[src/rtl/axis_framer.sv]
// Frames an unframed sample stream into AXI4-Stream packets of programmable length,
// registered through a 2-entry skid buffer. Optional counters: PIRADIP_AXIS_FRAMER_STATS_EN.
//   state   | meaning
//   IDLE    | no packet open; next accepted beat starts one
//   PKT     | packet open; remain_q = beats left including the current one
module axis_framer #(
    parameter int WIDTH      = 32,
    parameter int LEN_WIDTH  = 16,
    parameter int ID_WIDTH   = 1,
    parameter int DEST_WIDTH = 1
) (
    input  logic                  aclk,
    input  logic                  aresetn,
    input  logic [LEN_WIDTH-1:0]  pkt_len,
    input  logic [ID_WIDTH-1:0]   pkt_id,
    input  logic [DEST_WIDTH-1:0] pkt_dest,
    input  logic                  s_tvalid,
    output logic                  s_tready,
    input  logic [WIDTH-1:0]      s_tdata,
    input  logic                  s_tlast,
    output logic                  m_tvalid,
    input  logic                  m_tready,
    output logic [WIDTH-1:0]      m_tdata,
    output logic                  m_tlast,
    output logic [WIDTH/8-1:0]    m_tkeep,
    output logic [WIDTH/8-1:0]    m_tstrb,
    output logic [ID_WIDTH-1:0]   m_tid,
    output logic [DEST_WIDTH-1:0] m_tdest
`ifdef PIRADIP_AXIS_FRAMER_STATS_EN
    ,
    output logic [31:0]           stat_pkts,
    output logic [31:0]           stat_short
`endif
);

    localparam int KW = WIDTH / 8;
    localparam int PW = WIDTH + 1 + ID_WIDTH + DEST_WIDTH;
    localparam logic [0:0] ST_IDLE = 1'b0;
    localparam logic [0:0] ST_PKT  = 1'b1;
    localparam logic [LEN_WIDTH:0] ONE = {{LEN_WIDTH{1'b0}}, 1'b1};

    logic [0:0]            state_q, state_d;
    logic [LEN_WIDTH:0]    remain_q, remain_d;
    logic [ID_WIDTH-1:0]   id_q, id_d;
    logic [DEST_WIDTH-1:0] dest_q, dest_d;
    logic                  main_vld_q, main_vld_d;
    logic                  skid_vld_q, skid_vld_d;
    logic                  rdy_q, rdy_d;
    logic [PW-1:0]         main_q, main_d;
    logic [PW-1:0]         skid_q, skid_d;

    logic                  accept;
    logic                  nat_last;
    logic                  beat_last;
    logic [LEN_WIDTH:0]    len_eff;
    logic [ID_WIDTH-1:0]   beat_id;
    logic [DEST_WIDTH-1:0] beat_dest;
    logic [PW-1:0]         beat;

    assign accept = s_tvalid && rdy_q;

    always_comb begin
        len_eff   = (pkt_len == '0) ? {1'b1, {LEN_WIDTH{1'b0}}} : {1'b0, pkt_len};
        state_d   = state_q;
        remain_d  = remain_q;
        id_d      = id_q;
        dest_d    = dest_q;
        beat_id   = id_q;
        beat_dest = dest_q;
        if (state_q == ST_IDLE) begin
            nat_last  = (len_eff == ONE);
            beat_id   = pkt_id;
            beat_dest = pkt_dest;
        end else begin
            nat_last  = (remain_q == ONE);
        end
        beat_last = nat_last || s_tlast;
        // last-beat detection precedes the decrement, so remain_q never underflows
        if (accept) begin
            if (state_q == ST_IDLE) begin
                id_d     = pkt_id;
                dest_d   = pkt_dest;
                remain_d = len_eff - ONE;
            end else if (!beat_last) begin
                remain_d = remain_q - ONE;
            end
            state_d = beat_last ? ST_IDLE : ST_PKT;
        end
        beat = {s_tdata, beat_last, beat_id, beat_dest};
    end

    // accept implies the skid register is empty, since rdy_q mirrors !skid_vld_q
    always_comb begin
        main_d     = main_q;
        main_vld_d = main_vld_q;
        skid_d     = skid_q;
        skid_vld_d = skid_vld_q;
        if (!main_vld_q || m_tready) begin
            if (skid_vld_q) begin
                main_d     = skid_q;
                main_vld_d = 1'b1;
                skid_vld_d = 1'b0;
            end else begin
                main_vld_d = accept;
                if (accept) begin
                    main_d = beat;
                end
            end
        end else if (accept) begin
            skid_d     = beat;
            skid_vld_d = 1'b1;
        end
        rdy_d = !skid_vld_d;
    end

    always_ff @(posedge aclk or negedge aresetn) begin
        if (!aresetn) begin
            state_q    <= ST_IDLE;
            remain_q   <= '0;
            id_q       <= '0;
            dest_q     <= '0;
            main_vld_q <= 1'b0;
            skid_vld_q <= 1'b0;
            rdy_q      <= 1'b0;
            main_q     <= '0;
            skid_q     <= '0;
        end else begin
            state_q    <= state_d;
            remain_q   <= remain_d;
            id_q       <= id_d;
            dest_q     <= dest_d;
            main_vld_q <= main_vld_d;
            skid_vld_q <= skid_vld_d;
            rdy_q      <= rdy_d;
            main_q     <= main_d;
            skid_q     <= skid_d;
        end
    end

    assign s_tready = rdy_q;
    assign m_tvalid = main_vld_q;
    assign {m_tdata, m_tlast, m_tid, m_tdest} = main_q;
    assign m_tkeep  = {KW{main_vld_q}};
    assign m_tstrb  = {KW{main_vld_q}};

`ifdef PIRADIP_AXIS_FRAMER_STATS_EN
    logic [31:0] stat_pkts_q, stat_pkts_d;
    logic [31:0] stat_short_q, stat_short_d;

    always_comb begin
        stat_pkts_d  = stat_pkts_q;
        stat_short_d = stat_short_q;
        if (main_vld_q && m_tready && m_tlast) begin
            stat_pkts_d = stat_pkts_q + 32'd1;
        end
        if (accept && s_tlast && !nat_last) begin
            stat_short_d = stat_short_q + 32'd1;
        end
    end

    always_ff @(posedge aclk or negedge aresetn) begin
        if (!aresetn) begin
            stat_pkts_q  <= '0;
            stat_short_q <= '0;
        end else begin
            stat_pkts_q  <= stat_pkts_d;
            stat_short_q <= stat_short_d;
        end
    end

    assign stat_pkts  = stat_pkts_q;
    assign stat_short = stat_short_q;
`endif

endmodule

[config.mk]
export PLATFORM = sky130hd
export DESIGN_NAME = axis_framer
export DESIGN_NICKNAME = d
export VERILOG_FILES = /design/src/rtl/axis_framer.sv
export SDC_FILE = /design/constraint.sdc
export NUM_CORES = 1
export LEC_CHECK = 0
export CAP_MARGIN = 0
export CORE_UTILIZATION = 40
export DETAILED_ROUTE_END_ITERATION = 7
export PLACE_DENSITY = 0.71
export REMOVE_ABC_BUFFERS = 1
export SLEW_MARGIN = 40
export SYNTH_ARGS = -nofsm -noshare
export SYNTH_HDL_FRONTEND = slang
export SYNTH_SLANG_ARGS = --single-unit
[constraint.sdc]
create_clock -name aclk -period 5.8 [get_ports aclk]
set_clock_uncertainty 0.15 [all_clocks]
set_input_delay 1.16 -clock aclk [delete_from_list [all_inputs] [get_ports aclk]]
set_output_delay 1.16 -clock aclk [all_outputs]
set_load 0.005 [all_outputs]
# Word level (Yosys, flattened, before mapping)
# Index checks and enable logic that the tools add are counted.
[word_totals] input_bits=55 elab_cells=37 reg_bits=93 out_inout_bits=45
[op_classes] n_eq_ne=3 n_addsub=2 reduce_logical=10 bitwise_logic=1 muxes=12
[op_table] operator="$mux 35" n=2
[op_table] operator="$mux 17" n=3
[op_table] operator="$eq 17x1->1 const B" n=2
[op_table] operator="$sub 17x1->17 const B" n=2
[op_table] operator="$logic_not 16->1" n=1
[op_table] operator="$mux 1" n=7
[op_table] operator="$reduce_and 2->1" n=3
[op_table] operator="$logic_not 1->1" n=2
[op_table] operator="$logic_or 1x1->1" n=2
[op_table] operator="$ne 2x2->1 const B" n=1
[op_table] operator="$reduce_bool 2->1" n=1
[op_table] operator="$logic_and 1x1->1" n=1
[op_table] operator="$not 1->1" n=1

# Logic depth before layout (Yosys ltp)
# Gate-level depths: netlist of the first run.
[logic_depth] ltp_word=7 ltp_mapped=9 depth_no_buf=8

# Least setup slack after synthesis of the first run
# OpenSTA, ideal clock, no wires.
[synth_timing] kind="input -> register" start="input port pkt_len[1]" end="register remain_q[7]" required_ns=5.519 path_buffers=1 arrival_time_ns=3.283 cell_stages=9 setup_time_ns=0.131 setup_slack_ns=2.235 cell_sequence="inv_1 > ha_1 > or3b_2 > clkbuf_1 > or4_4 > a21o_1 > o41ai_1 > a21oi_1 > or3_1"
[synth_between] elab_chain_cells=7 word_cells_on_any_way=9 cone_classes="add/sub (1); eq/ne (2); mux (3); reduce/logical (3)"
[synth_rtl] item="from (decl)" line_no="14" text="input logic [LEN_WIDTH-1:0] pkt_len,"
[synth_rtl] item="$logic_not 16->1" line_no="63" text="len_eff = (pkt_len == '0) ? {1'b1, {LEN_WIDTH{1'b0}}} : {1'b0, pkt_len};"
[synth_rtl] item="$mux 17 (*)" line_no="63"
[synth_rtl] item="parallel branches: the longest is 5 deep, another holds $sub 17x1->17"
[synth_rtl] item="to (signal assigned)" line_no="129" text="remain_q <= remain_d;"
[synth_rtl] item="to (decl)" line_no="43" text="logic [LEN_WIDTH:0] remain_q, remain_d;"
# Mark *: on every way between the ends.
# A chain may end at the register's enable or synchronous reset.

# Final worst setup path of the first run
[layout_timing] start="input port pkt_len[0]" end="register remain_q[7]"
# Same word-level chain as after synthesis.

==> reports/results.ini, run 1 <==
[setup_path]
slowest_delay_ps = 560
r2r_slack_ps = 3070
cp.arrival_ps = 3850
critical_path.top_delay_family = simple AND/OR/NAND/NOR gates
r2r_start = remain_q[6]
worstSetupPathType = in2reg
cp.required_ps = 5860
r2r-end = remain_q[7]
reg2reg_depth = 7
cp_num_cells = 9
cp_slowest_cell = or3b_2
path_buf_inv = 2
path_max_fanout = 8
crit_chain = clkdlybuf4s50_1, inv_1, ha_1, or3b_2, or4_4, a21o_1, o41ai_1, a21oi_1, or3_1
setup.worst_path.end_class = flop
start_kind = input port

[drt]
drt_iter0_markers = 189
routed_wl_um = 10700
dr.pass1.iters = 4
drc = 0
avgRoutedWirePerCell_um = 15.7
vias_per_cell = 5.37
vias = 3659
postRouteAntennaNets = 0

[logic_synthesis]
synthArstFlopShare_pct = 100
yosys.cell_count.top_type = dfrtp_1
synth.largest_area_cell = dfrtp_1
seq_area_frac_synth_pct = 50.5
synth.avg_cell_area_um2 = 10.2
synth_cell_types = 49
synth_seq_cells = 93
synth_edf_count = 0
synth_ff_type = dfrtp_1
ys_warn_count = 0
syn_area_um2 = 4610
netlist_instances = 451
yosysTopAreaCellShare_pct = 50.5
synth_common_cells = 93 x dfrtp_1, 58 x nor2_1, 48 x a21oi_1
synth_area_leaders = dfrtp_1 51%, mux2_2 8.6%, mux2i_1 7.8%

[global_routing]
grt_start_max_net_pins = 51
overflow = 0
grt_pass1_wl_um = 17500
grt_pass1_vias = 3633
grt_usage_pct = 18.7
antenna_found_initial = 0

[hold_path]
worstHoldPathCells = 2
min_path_type = reg2reg
hold_start = skid_q[1]
whs_endpoint = skid_q[1]

[floorplanning]
fp.dieH_um = 109
die_w_um = 109
rows = 38
dieArea_um2 = 12000
initial_utilization_pct = 41.8
io_pins = 100
fp.coreArea_um2 = 11000

[finish]
drive_gt1_share_pct = 11.8
antenna_cells = 0
fin_nets = 596
fillers = 1004
synthToLayoutAreaGrowth_pct = 30.6

[placed_design]
port_buffers = 99
gp_congestion = 0.828
hpwl_um = 7500
pre_cts_slack_ps = 1670

[cts]
root_buffer = clkbuf_16
cts_hold_buf = 0
h-tree-depth = 3
cts_sinks = 93
cts.path.max_buffers = 2
cts_tree = built
worst_skew_pair.late_latency_ps = 330
post_cts_buffers = 0
numCtsBuffers = 9
ctsResizeCount = 0
clkTransAtPathRegs_ps = 60

[timing]
tns_ps = 0
final-max-slew-violation-count = 0
fmax_mhz = 264
final_hold_viol_count = 0
setup_viol = 0
grt_setup_unrepaired = no
min_period_ps = 3790
fin_crit_sh_pct = 65.3
worst_slew_margin_rel_pct = 45.6
setup_ws_ps = 2010
tightest_slew_ps = 809

[power]
power.leakage_nw = 2.45
irDropWorstVdd_uv = 176
power_density_nw_per_um2 = 356
p_total_mw = 2.14

[status]
status = completed

[job]
drv_cap = 0

cell type report:
class / count / area [µm²] / area share (%)
Sequential cell: 93 / 2330 / 38.7
Multi-Input combinational cell: 318 / 2110 / 35.1
Timing Repair Buffer: 107 / 1070 / 17.8
Clock buffer: 10 / 229 / 3.81
Tap cell: 140 / 175 / 2.91
Clock inverter: 6 / 70.1 / 1.16
Inverter: 8 / 30.0 / 0.499
worst max-delay path by stage:
stage,slack [ps],from,to
6_report,2010,pkt_len[0],remain_q[7]
5_1_grt,1840,pkt_len[0],remain_q[7]
4_1_cts,2020,pkt_len[0],remain_q[7]
3_5_place_dp,1670,pkt_len[0],remain_q[7]
3_3_place_gp,1690,pkt_len[0],remain_q[7]
2_1_floorplan,1440,skid_vld_q,main_q[0]
through the flow:
stage / utilization, % / hold WS, ps / cells / area (µm²)
5_1_grt: 54.5 / 360 / 682 / 6010
3_3_place_gp: 51.5 / 309 / 665 / 5680
4_1_cts: 54.5 / 336 / 682 / 6010
3_5_place_dp: 51.8 / 321 / 666 / 5720
6_report: 54.5 / 331 / 682 / 6010
2_1_floorplan: - / 295 / 419 / 4460
logic make-up after synthesis:
family / synth area share, %
flops: 50.5
mux: 16.4
fa+ha+maj: 1.09
simple gates: 14.8
compound gates: 11.2
xor+xnor: 2.09
buf+inv: 3.94
power by group:
part	leakage, nW	internal (mW)	total, mW	switching, mW
registers	1.08	0.831	0.951	0.120
logic	1.22	0.348	0.604	0.257
clock network	0.147	0.338	0.583	0.245
flip-flops by register name (all words and copies together), names as in the netlist:
signal      cells
id_q            1
dest_q          1
s_tready        1
skid_vld_q      1
state_q         1
remain_q       17
skid_q         35
main_q         35
m_tvalid        1
placed cells by master, fill, tap and decap left out, types with 2 or more instances in the layout:
cell and n:
a21o_1 2, a21oi_1 48, a22o_1 2, a31oi_1 4, and2_1 2, buf_4 8
clkbuf_16 9, clkdlybuf4s50_1 98, clkinv_4 2, dfrtp_1 92, ha_1 4, inv_1 8
inv_6 2, mux2_2 35, mux2i_1 36, nand2_1 34, nand2b_1 2, nand3_1 5
nor2_1 57, nor2b_1 4, nor3_1 6, nor3b_1 3, nor4_1 9, nor4b_1 3
o21ai_0 13, o22ai_1 7, or3_1 5, or4_1 3, xnor2_1 4, xor2_1 7
tightest hold or removal path, stage by stage, from the launching register on:
cell	delay (ps)
dfrtp_1	340
nand2_1	50
o21ai_0	60
layer usage:
layer,global-route usage (%),share of wire [%],vias up
met2,32.1,51,81
li1,-,-,1759
met1,24.2,44,1807
met5,0,0,-
met4,5.33,1.6,0
met3,3.08,3.7,12
No activity file was read; power rests on OpenSTA's default activity.
==> run 2: changes to the inputs <==
clock period = 3.68 ns   (was 5.8 ns; I/O delays follow)
==> run 2 against run 1 <==
Utilization is 0.60 points higher. Via count is 1.2% higher. Combinational power is 58% higher. Die area stayed put. Total power is 61% higher. Critical endpoint unchanged. Sequential share of layout area is 0.42 points lower. Register-to-register slack worse by 1900 ps. Setup slack worse by 1600 ps. Clock power is 70% higher.
==> reports/results.ini, run 2 (same netlist as run 1, synthesis figures left out) <==
[hold_path]
min_path_type = in2async

[setup_path]
setup.worst_path.end_class = flop
cp.arrival_ps = 3380  ; -470 ps
reg2reg_depth = 8  ; +1
path_buf_inv = 2  ; unchanged
start_kind = input port
path_max_fanout = 3  ; -5
cp.required_ps = 3750  ; -2110 ps
cp_slowest_cell = or3b_2
cp_num_cells = 9  ; unchanged
slowest_delay_ps = 490  ; -70 ps
crit_chain = clkdlybuf4s50_1, inv_1, ha_1, or3b_2, or4_4, a21o_1, o41ai_1, a21oi_1, or3_1
critical_path.top_delay_family = simple AND/OR/NAND/NOR gates
worstSetupPathType = in2reg

[timing]
min_period_ps = 3320
setup_viol = 0  ; unchanged
worst_slew_margin_rel_pct = 41.0  ; -4.6 points
fin_crit_sh_pct = 90.1
grt_setup_unrepaired = no
fmax_mhz = 302
final_hold_viol_count = 0  ; unchanged
final-max-slew-violation-count = 0  ; unchanged
tightest_slew_ps = 876  ; +67.1 ps
tns_ps = 0  ; unchanged

[floorplanning]
fp.dieH_um = 109  ; unchanged
initial_utilization_pct = 41.8  ; unchanged
rows = 38  ; unchanged
io_pins = 100  ; unchanged
die_w_um = 109  ; unchanged
fp.coreArea_um2 = 11000  ; unchanged
dieArea_um2 = 12000  ; unchanged

[power]
power.leakage_nw = 2.49  ; +1.6%
switching_share_pct = 28.1  ; -0.98 points
p_seq_share_pct = 43.5  ; -1.0 points
irDropWorstVdd_uv = 343  ; +95%
comb_power_share_pct = 27.7  ; -0.6 points
p_total_mw = 3.44  ; +61%
p_int_mw = 2.47  ; +63%
power_density_nw_per_um2 = 566  ; +59%
p_clk_share_pct = 28.7  ; +1.4 points
switchingPower_uw = 967  ; +55%

[placed_design]
hpwl_um = 7650  ; +2.0%
place_inst = 676  ; +1.5%
place_area_um2 = 5770  ; +0.88%
port_buffers = 99  ; unchanged
gp_congestion = 0.913  ; +10%

[global_routing]
overflow = 0  ; unchanged
grt_start_max_net_pins = 51  ; unchanged
grt_pass1_wl_um = 17600  ; +0.31%
grt_pass1_vias = 3639  ; +0.17%
grt_usage_pct = 19.1  ; +0.41 points
antenna_found_initial = 0  ; unchanged

[finish]
final_common_cell = clkdlybuf4s50_1
final_cells = 691  ; +1.3%
multiInputGateArea_um2 = 2110  ; -0.24%
synthToLayoutAreaGrowth_pct = 32.0
fin_area_um2 = 6080  ; +1.1%
fin_nets = 606  ; +1.7%
seqCellArea_um2 = 2330  ; unchanged
fillers = 983  ; -2.1%
antenna_cells = 0  ; unchanged
drive_gt1_share_pct = 13.1  ; +1.3 points
fin_util_pct = 55.1  ; +0.60 points
mostFrequentLayoutCells = 98 x clkdlybuf4s50_1, 92 x dfrtp_1, 57 x nor2_1
reg_top3 = main_q x35, skid_q x35, remain_q x17

[drt]
postRouteAntennaNets = 0  ; unchanged
drt_iter0_markers = 293  ; +55%
dr.pass1.iters = 4  ; unchanged
vias = 3703  ; +1.2%
routed_wl_um = 11000  ; +2.7%
vias_per_cell = 5.36  ; -0.12%
avgRoutedWirePerCell_um = 15.9  ; +1.4%
drc = 0  ; unchanged

[cts]
clkTransAtPathRegs_ps = 60  ; about the same
ctsResizeCount = 0  ; unchanged
numCtsBuffers = 9  ; unchanged
cts_hold_buf = 0  ; unchanged
cts_tree = built
h-tree-depth = 3  ; unchanged
worst_skew_pair.late_latency_ps = 340  ; about the same
cts_sinks = 93  ; unchanged
cts.path.max_buffers = 2  ; unchanged
post_cts_buffers = 0  ; unchanged
root_buffer = clkbuf_16

[status]
status = completed

[job]
drv_cap = 0  ; unchanged

==> run 2: final cells by class <==
cell class              instances  share of cell area [%]
multi-input cells             318                    34.7
clock buffers                  12                    4.05
well taps                     140                    2.88
clock inverters                 3                    1.13
repair buffers                117                    18.5
flip-flops and latches         93                    38.3
inverters                       8                   0.494
==> run 2: worst paths after layout <==
path,from,endpoint,slack [ps]
hold reg to reg,skid_q[1],skid_q[1],330
setup reg to reg,remain_q[1],remain_q[16],1150
setup / recovery,pkt_len[1],remain_q[7],360
max in group asynchronous,aresetn,remain_q[15],2290
hold / removal,aresetn,main_q[5],270
min in group aclk,skid_q[1],skid_q[1],330
==> run 2: per-layer routing <==
layer / up-vias / track usage (%) / part of all wire, %
li1: 1782 / - / -
met1: 1794 / 23.6 / 44
met2: 106 / 32.5 / 49
met3: 21 / 3.62 / 4.1
met4: 0 / 8.29 / 2.6
met5: - / 0 / 0
==> run 2: metrics by stage <==
step / hold WS [ps] / setup WS, ps
global route: 324 / 289
finish: 269 / 365
CTS: 287 / 371
detailed placement: 323 / 9.63
floorplan: 290 / -676
global placement: 310 / 139
==> run 2: power by group through the flow <==
stage          clock [mW]  sequential, mW  combinational (mW)
2_1_floorplan           0            1.51               0.449
3_3_place_gp            0            1.50               0.933
3_5_place_dp            0            1.51               0.962
4_1_cts              1.01            1.50               0.967
5_1_grt              1.05            1.54                1.06
6_report            0.989            1.50               0.954
==> run 2: worst reg2reg max path: cells and delay by family, from the launching register on <==
family / cells / cell delay (ps)
AO/OA/AOI/OAI: 1 / 720
XOR/XNOR: 1 / 180
adder cells (fa/ha/maj): 1 / 140
buffers and inverters: 1 / 100
flip-flops: 1 / 390
AND/OR/NAND/NOR: 4 / 700
==> run 3: changes to the inputs <==
CTS_CLUSTER_DIAMETER = 100   (was unset)
clock period = 3.5 ns   (was 3.68 ns; I/O delays follow)
==> run 3 against run 2 <==
Sequential share of layout area down 0.46 points. Wire length decreased by 2.5%. Cell count is 2.2% higher. Utilization grew 0.67 points. Clock power is 8.2% lower. First-iteration DRC count is 27% lower. Sequential power is 5% higher. Largest power group unchanged.
==> reports/results.ini, run 3 (same netlist as run 1, synthesis figures left out) <==
[status]
status = completed

[timing]
final_hold_viol_count = 0  ; unchanged
fin_crit_sh_pct = 92.3
fmax_mhz = 310
min_period_ps = 3230
holdWs_ps = 202  ; -67.2 ps
setup_ws_ps = 269  ; -95.9 ps
worst_slew_margin_rel_pct = 44.8  ; +3.8 points
setup_viol = 0  ; unchanged
grt_setup_unrepaired = no
final-max-slew-violation-count = 0  ; unchanged
tightest_slew_ps = 820  ; -56.2 ps

[cts]
post_cts_buffers = 0  ; unchanged
cts_sinks = 93  ; unchanged
ctsResizeCount = 0  ; unchanged
h-tree-depth = 3  ; unchanged
cts_hold_buf = 0  ; unchanged
cts.path.max_buffers = 2  ; unchanged
root_buffer = clkbuf_16
cts_tree = built
worst_skew_pair.late_latency_ps = 330  ; about the same
numCtsBuffers = 9  ; unchanged
clkTransAtPathRegs_ps = 60  ; about the same

[finish]
drive_gt1_share_pct = 15.4  ; +2.3 points
mostFrequentLayoutCells = 98 x clkdlybuf4s50_1, 92 x dfrtp_1, 57 x nor2_1
final_cells = 706  ; +2.2%
synthToLayoutAreaGrowth_pct = 33.6
reg_top3 = main_q x35, skid_q x35, remain_q x17
final_common_cell = clkdlybuf4s50_1
fin_nets = 620  ; +2.3%
fin_util_pct = 55.8  ; +0.67 points
antenna_cells = 0  ; unchanged

[setup_path]
critPathLaunch = pkt_len[1]
cp.arrival_ps = 3290  ; -90 ps
cp.required_ps = 3560  ; -190 ps
r2r_start = remain_q[1]
path_max_fanout = 3  ; unchanged
start_kind = input port
setup.worst_path.end_class = flop
worstSetupPathType = in2reg

[power]
switchingPower_mw = 1.01  ; +4.5%
p_clk_share_pct = 26.0  ; -2.7 points
switching_share_pct = 28.9  ; +0.78 points
p_total_mw = 3.50  ; +1.7%
p_seq_share_pct = 45.1  ; +1.6 points
p_int_mw = 2.49  ; +0.59%
power.leakage_nw = 2.53  ; +1.9%
comb_power_share_pct = 28.9  ; +1.2 points
irDropWorstVdd_uv = 372  ; +8.4%
power_density_nw_per_um2 = 568  ; +0.48%

[global_routing]
grt_usage_pct = 19.0  ; -0.067 points
grt_pass1_wl_um = 17700  ; +0.43%
grt_start_max_net_pins = 66  ; +29%
overflow = 0  ; unchanged
antenna_found_initial = 0  ; unchanged
grt_pass1_vias = 3808  ; +4.6%

[drt]
dr.pass1.iters = 4  ; unchanged
drc = 0  ; unchanged
routed_wl_um = 10700  ; -2.5%
drt_iter0_markers = 215  ; -27%
postRouteAntennaNets = 0  ; unchanged
vias_per_cell = 5.31  ; -0.88%
vias = 3750  ; +1.3%
avgRoutedWirePerCell_um = 15.1  ; -4.6%

[placed_design]
gp_congestion = 0.890  ; -2.5%
port_buffers = 99  ; unchanged
place_inst = 690  ; +2.1%
pre_cts_slack_ps = -43.8  ; -53.4 ps
hpwl_um = 7740  ; +1.2%

[floorplanning]
initial_utilization_pct = 41.8  ; unchanged
die_w_um = 109  ; unchanged
dieArea_um2 = 12000  ; unchanged
fp.coreArea_um2 = 11000  ; unchanged
fp.dieH_um = 109  ; unchanged
io_pins = 100  ; unchanged
rows = 38  ; unchanged

[job]
drv_cap = 0  ; unchanged

[hold_path]
min_path_type = in2async

run 3: changes by cell type in the layout (fill, tap and decap cells not counted), sizes merged:
cell	change
clkbuf	+1
clkinvlp	+2
clkinv	+1
buf	+14
bufinv	-2
inv	-1
run 3: power by group through the flow:
stage / logic, mW / registers [mW] / clock network, mW
after floorplan: 0.473 / 1.59 / 0
after global placement: 0.993 / 1.58 / 0
after detailed placement: 1.02 / 1.59 / 0
after CTS: 1.03 / 1.58 / 0.941
after global routing: 1.12 / 1.62 / 0.983
final: 1.01 / 1.58 / 0.908
run 3: routing by layer:
layer  share of wire [%]  track usage (%)  wire length (µm)
met2                  50             32.9              5350
met5                   0                0                 0
met3                 4.9             4.03               525
met4                 2.3             7.33               248
met1                  43             23.2              4570
run 3: cell type report:
| type | instances | area (µm²) |
|---|---|---|
| clock buffers | 13 | 260 |
| flip-flops and latches | 93 | 2330 |
| clock inverters | 3 | 20.0 |
| inverters | 8 | 30.0 |
| repair buffers | 131 | 1230 |
| fillers | 975 | 4880 |
| well taps | 140 | 175 |
| multi-input cells | 318 | 2110 |
run 3: critical path, cell delays in order:
cell	delay (ps)
clkdlybuf4s50_1	450
inv_1	110
ha_1	180
or3b_2	470
or4_4	440
a21o_1	220
o41ai_1	260
a21oi_1	100
or3_1	340
run 3: worst paths after layout:
kind                                end  slack (ps)  depth (start not counted)
min                           main_q[5]         200                          1
min reg2reg                      dest_q         330                          2
max                         remain_q[7]         270                          9
min in group aclk                dest_q         330                          2
max reg2reg                remain_q[16]         910                          8
max in group asynchronous    main_q[18]        2330                          2
run 3: metrics by stage:
stage | area [µm²] | setup TNS, ps
2_1_floorplan | 4460 | -22660
3_3_place_gp | 5870 | 0
3_5_place_dp | 5870 | -43.8
4_1_cts | 6150 | 0
5_1_grt | 6150 | 0
6_report | 6150 | 0
